<file path="src/rtl/pcs_tx_arb.sv">
// Two-requester round-robin MII transmit arbiter with nibble clock-enable and IPG enforcement.
// Optional half-duplex deferral on crs is enabled by defining PCS_ARB_DEFER_EN.
module pcs_tx_arb #(
    parameter int unsigned CE_DIV      = 5,
    parameter int unsigned IPG_NIBBLES = 24
) (
    input  logic       clk,
    input  logic       rst_n,
    input  logic [1:0] req_en,
    input  logic [7:0] req_d,
    input  logic [1:0] req_er,
    output logic [1:0] req_ack,
    output logic [1:0] grant,
    input  logic       link_status,
    input  logic       crs,
    output logic       tx_ce,
    output logic       tx_en,
    output logic [3:0] txd,
    output logic       tx_er
);

    localparam logic [3:0] DivLast = 4'(CE_DIV - 1);
    localparam logic [5:0] IpgLast = 6'(IPG_NIBBLES - 1);

    typedef enum logic [1:0] {StIdle, StXmit, StIpg} state_e;

    state_e     state_q, state_d;
    logic [3:0] div_q;
    logic [5:0] cnt_q, cnt_d;
    logic       prio_q, prio_d;
    logic [1:0] grant_q, grant_d;
    logic       tx_en_q, tx_en_d;
    logic [3:0] txd_q, txd_d;
    logic       tx_er_q, tx_er_d;
    logic       defer;
    logic       win;
    logic       owner;

`ifdef PCS_ARB_DEFER_EN
    assign defer = crs;
`else
    logic unused_crs;
    assign unused_crs = crs;
    assign defer      = 1'b0;
`endif

    assign tx_ce = (div_q == DivLast);
    assign grant = grant_q;
    assign tx_en = tx_en_q;
    assign txd   = txd_q;
    assign tx_er = tx_er_q;

    // Owner index is recoverable from the one-hot grant while transmitting.
    assign owner = grant_q[1];

    always_comb begin
        unique case (req_en)
            2'b01:   win = 1'b0;
            2'b10:   win = 1'b1;
            2'b11:   win = prio_q;
            default: win = 1'b0;
        endcase
    end

    always_comb begin
        state_d = state_q;
        cnt_d   = cnt_q;
        prio_d  = prio_q;
        grant_d = grant_q;
        tx_en_d = tx_en_q;
        txd_d   = txd_q;
        tx_er_d = tx_er_q;
        req_ack = 2'b00;

        if (!link_status) begin
            // Link loss overrides everything and parks the block in IPG.
            state_d = StIpg;
            cnt_d   = '0;
            grant_d = 2'b00;
            tx_en_d = 1'b0;
            txd_d   = 4'h0;
            tx_er_d = 1'b0;
        end else begin
            case (state_q)
                StIdle: begin
                    if (tx_ce && (req_en != 2'b00) && !defer) begin
                        state_d = StXmit;
                        grant_d = win ? 2'b10 : 2'b01;
                        req_ack = win ? 2'b10 : 2'b01;
                        prio_d  = ~win;
                        tx_en_d = 1'b1;
                        txd_d   = win ? req_d[7:4] : req_d[3:0];
                        tx_er_d = req_er[win];
                    end
                end
                StXmit: begin
                    if (tx_ce) begin
                        if (req_en[owner]) begin
                            req_ack = grant_q;
                            txd_d   = owner ? req_d[7:4] : req_d[3:0];
                            tx_er_d = req_er[owner];
                        end else begin
                            state_d = StIpg;
                            cnt_d   = '0;
                            grant_d = 2'b00;
                            tx_en_d = 1'b0;
                            txd_d   = 4'h0;
                            tx_er_d = 1'b0;
                        end
                    end
                end
                StIpg: begin
                    if (defer) begin
                        cnt_d = '0;
                    end else if (tx_ce) begin
                        if (cnt_q == IpgLast) begin
                            state_d = StIdle;
                            cnt_d   = '0;
                        end else begin
                            cnt_d = cnt_q + 6'd1;
                        end
                    end
                end
                default: state_d = StIdle;
            endcase
        end
    end

    always_ff @(posedge clk or negedge rst_n) begin
        if (!rst_n) begin
            div_q   <= '0;
            state_q <= StIdle;
            cnt_q   <= '0;
            prio_q  <= 1'b0;
            grant_q <= 2'b00;
            tx_en_q <= 1'b0;
            txd_q   <= 4'h0;
            tx_er_q <= 1'b0;
        end else begin
            div_q   <= tx_ce ? 4'd0 : div_q + 4'd1;
            state_q <= state_d;
            cnt_q   <= cnt_d;
            prio_q  <= prio_d;
            grant_q <= grant_d;
            tx_en_q <= tx_en_d;
            txd_q   <= txd_d;
            tx_er_q <= tx_er_d;
        end
    end

endmodule

</file>
<file path="config.mk">
export PLATFORM = sky130hd
export DESIGN_NAME = pcs_tx_arb
export DESIGN_NICKNAME = d
export VERILOG_FILES = /design/src/rtl/pcs_tx_arb.sv
export SDC_FILE = /design/constraint.sdc
export NUM_CORES = 1
export LEC_CHECK = 0
export BUFFER_PORTS_ARGS = -buffer_cell sky130_fd_sc_hd__buf_2
export CORE_ASPECT_RATIO = 0.8
export CORE_MARGIN = 4
export CORE_UTILIZATION = 48
export CTS_BUF_LIST = sky130_fd_sc_hd__clkbuf_8 sky130_fd_sc_hd__clkbuf_16
export CTS_CLUSTER_SIZE = 8
export DETAILED_ROUTE_END_ITERATION = 6
export GPL_ROUTABILITY_DRIVEN = 0
export HOLD_SLACK_MARGIN = 0.1
export PLACE_DENSITY = 0.75
export REMOVE_ABC_BUFFERS = 1
export SKIP_CTS_REPAIR_TIMING = 1
export SYNTH_ARGS = -nofsm -noshare
export SYNTH_HDL_FRONTEND = slang
export SYNTH_SLANG_ARGS = --single-unit
</file>
<file path="constraint.sdc">
create_clock -name clk -period 1.7 [get_ports clk]
set_input_delay 0.255 -clock clk [delete_from_list [all_inputs] [get_ports clk]]
set_output_delay 0.255 -clock clk [all_outputs]
set_load 0.05 [all_outputs]
</file>
==> summary.md <==
| Metric | Value |
|---|---|
| Vias/cell | between 5 and 6 |
| Sequential element share of the synthesized area | 41.9% |
| Setup TNS Final | -0.367 ns |
| Area leader, netlist | dfrtp_1 |
| HP Class | in2reg |
| Drc violations | 0 |
| Initial core utilization | 50.9% |
| Utilization after layout | roughly 68% |
| Reg2reg setup slack | -0.01 ns |
| First-pass GRT wire length | about 4800 µm |
| CP Class | reg2out |
| Largest delay share family, worst path | buffers and inverters |
| Hold WS | roughly 0.26 ns |
| Minimum clock period | between 1.5 and 2 ns |
| Failing checks | negative setup slack |
| Die area | about 0.0035 mm² |
| Num CTS Buffers | 3 |
| Nets | roughly 190 |
| Fraction of registers with async set/reset | 100% |
| Antenna viol nets, final | 0 |
| WHS Path Cells | 3 |
| Mapped Area | 0.00125 mm² |
| WP data arrival | 1.61 ns |
| Post-synth top flop | dfrtp_1 |
| Worst EP required | between 1 and 1.5 ns |
| Synth cell types | between 40 and 50 |
| Initial detailed-routing violation count | 29 |
| Number of global-route vias before repair | between 1000 and 1500 |
| Maxcap violations | 0 |
| Slowest CP cell | dfrtp_1 |
| Root Driver | clkbuf_8 |
| Height of the die | ~54 µm |
| Critical Path Source Type | register |
| Status | finished, violations left |
| P_leak | just under 0.9 nW |
| Delay of the slowest critical-path stage | approximately 0.40 ns |
| Fin. max-slew vios | 0 |
| Initial antenna violation count | 0 |
| Syn avg cell area | about 10 µm² |
| Post-DR wirelength/cell | 14.9 µm |
| Fillcell total | around 200 |
| Top-area cell type share of the netlist area | a little over two fifths |
| Die width | about 65 µm |
| Core ar. | 0.00246 mm² |
| Most frequent cells in the layout | buf_2, dfrtp_1, buf_4, inv_1, nand2_1 |
| # clock sinks | 21 |
| Io pins | 27 |
| Tcrit/Tclk final | 110% |
| N_diodes | 0 |
| FF-to-FF Start | div_q[0]$_DFF_PN0_ |
| Latest clock arrival within the worst-skew pair | between 0.2 and 0.3 ns |
| Critical path buffer and inverter count | 4 |
| Largest net degree at the start of global routing | 22 |
| Post-Route WL | about 3000 µm |
| RSZ-0062 raised after global routing | yes |
| Reg2Reg Depth | 9 |
| Worst slew pin tran | between 0.4 and 0.5 ns |
| Clock buffer depth | 2 |
| IO Port Bufs | 25 |
| Flops & latches, synth | 21 |
| Area grow syn2layout | 34.0% |
| Yosys warns | 0 |
| Post-synth EDFFs | 0 |
| Final worst slack | -0.168 ns |
| CP Capture Type | output port |
| GRT Overall Usage | a little under a fifth |
| Gr ovfl total | 0 |
| Via count | about 1100 |
| Crit-path cells | inv_2, ha_4, nand3b_4, buf_4, inv_6, nand3_2, nor2_2, buf_6 |
| Hold_sp | req_d[3] |
| CP max FO | 3 |
| # H-tree levels | 1 |
| Total design power | about 920 µW |
| # setup viols final | 4 |
| Rel. slew slack | 67.6% |
| Maximum vdd drop | approximately 0.31 mV |
| Hpwl dp | ~2200 µm |
| Most common cell after layout, fill and taps aside | buf_2 |
| FP Rows | 16 |
| CTS tree | yes |
| Layout cells sized above 1 | 42.3% |
| Cell count after synthesis | around 120 |
| Clock slew at reported path FFs | about 0.080 ns |
| Hold Fails Final Rpt | 0 |
| Worst r2r dst | cnt_q[4]$_DFFE_PN0P_ |
| Peak Freq | 535 MHz |
| DRT Pass-1 Iters | 4 |
| Leading post-synthesis cells by cell area | dfrtp_1, inv_1, ha_1 |
| Worst Hold Path EP | txd[3]$_DFFE_PN0P_ |
| Fin Clk Skew | ~0.0044 ns |
| Power Dens Cells | 548 mW/mm² |
-- flip-flops by register name (all words and copies together), names as in the netlist --
register  flops
state_q       2
cnt_q         6
div_q         4
txd           4
prio_q        1
tx_er         1
tx_en         1
grant         2
-- power breakdown --
group / switching [mW] / internal, mW
clock: 0.174 / 0.166
sequential: 0.000614 / 0.500
combinational: 0.0487 / 0.0316
-- worst min-delay path: stages --
cell and delay, ns:
buf_2 0.10, inv_1 0.04, o211ai_1 0.08
-- logic make-up (layout without fill, tap and decap cells) --
logic type	count (synthesis)	in the layout	share of synthesized area, %
AO/OA/AOI/OAI	31	31	22.8
AND/OR/NAND/NOR	42	42	20.6
multiplexers	3	3	2.59
flip-flops	21	21	41.9
adder cells (fa/ha/maj)	3	3	2.99
buffers and inverters	20	65	7.09
XOR/XNOR	3	3	2.10
-- cells in the mapped netlist (2+ instances only) --
cell type and instances:
mux2_1 2, nand4_1 3, nand3_1 6, a22o_1 2
nor2_1 6, ha_1 3, dfrtp_1 21, nand2_1 9
o221ai_1 4, and3_1 2, o211ai_2 2, a2bb2oi_1 2
nand2b_1 2, a22oi_1 2, a21o_1 4, nor3_1 4
inv_1 15, xnor2_1 2, o21ai_1 2
-- area by class of cell --
type                    count  area (µm²)  area share, %
repair buffers             44         297           17.6
multi-input cells          82         693           41.3
clock inverters             1        7.51          0.447
flip-flops and latches     21         528           31.4
inverters                  17        68.8           4.10
clock buffers               3        41.3           2.46
well taps                  36        45.0           2.68
-- through the flow --
stage | instance area [µm²] | std cells | worst slack, ns
finish | 1680 | 204 | -0.168
global route | 1680 | 204 | -0.239
CTS | 1530 | 196 | -0.273
detailed placement | 1480 | 192 | 0.0311
global placement | 1480 | 192 | 0.0730
floorplan | 1230 | 120 | -0.412
-- worst max-delay path by stage --
stage	from	to	slack, ns	cells after the start
2_1_floorplan	grant[1]$_DFFE_PN0P_	req_ack[0]	-0.41	4
3_3_place_gp	div_q[1]$_DFF_PN0_	req_ack[1]	0.07	7
3_5_place_dp	div_q[1]$_DFF_PN0_	req_ack[1]	0.03	7
4_1_cts	div_q[1]$_DFF_PN0_	req_ack[1]	-0.27	7
5_1_grt	div_q[1]$_DFF_PN0_	req_ack[1]	-0.24	7
6_report	div_q[0]$_DFF_PN0_	req_ack[0]	-0.17	8
-- routing by layer --
layer | track usage (%) | up-vias | wire length (µm)
met5 | 0 | - | 0
li1 | - | 542 | -
met4 | 6.55 | 0 | 31
met1 | 25.0 | 540 | 1490
met3 | 4.59 | 5 | 65
met2 | 27.7 | 12 | 1460
(Power assumes the default switching activity.)
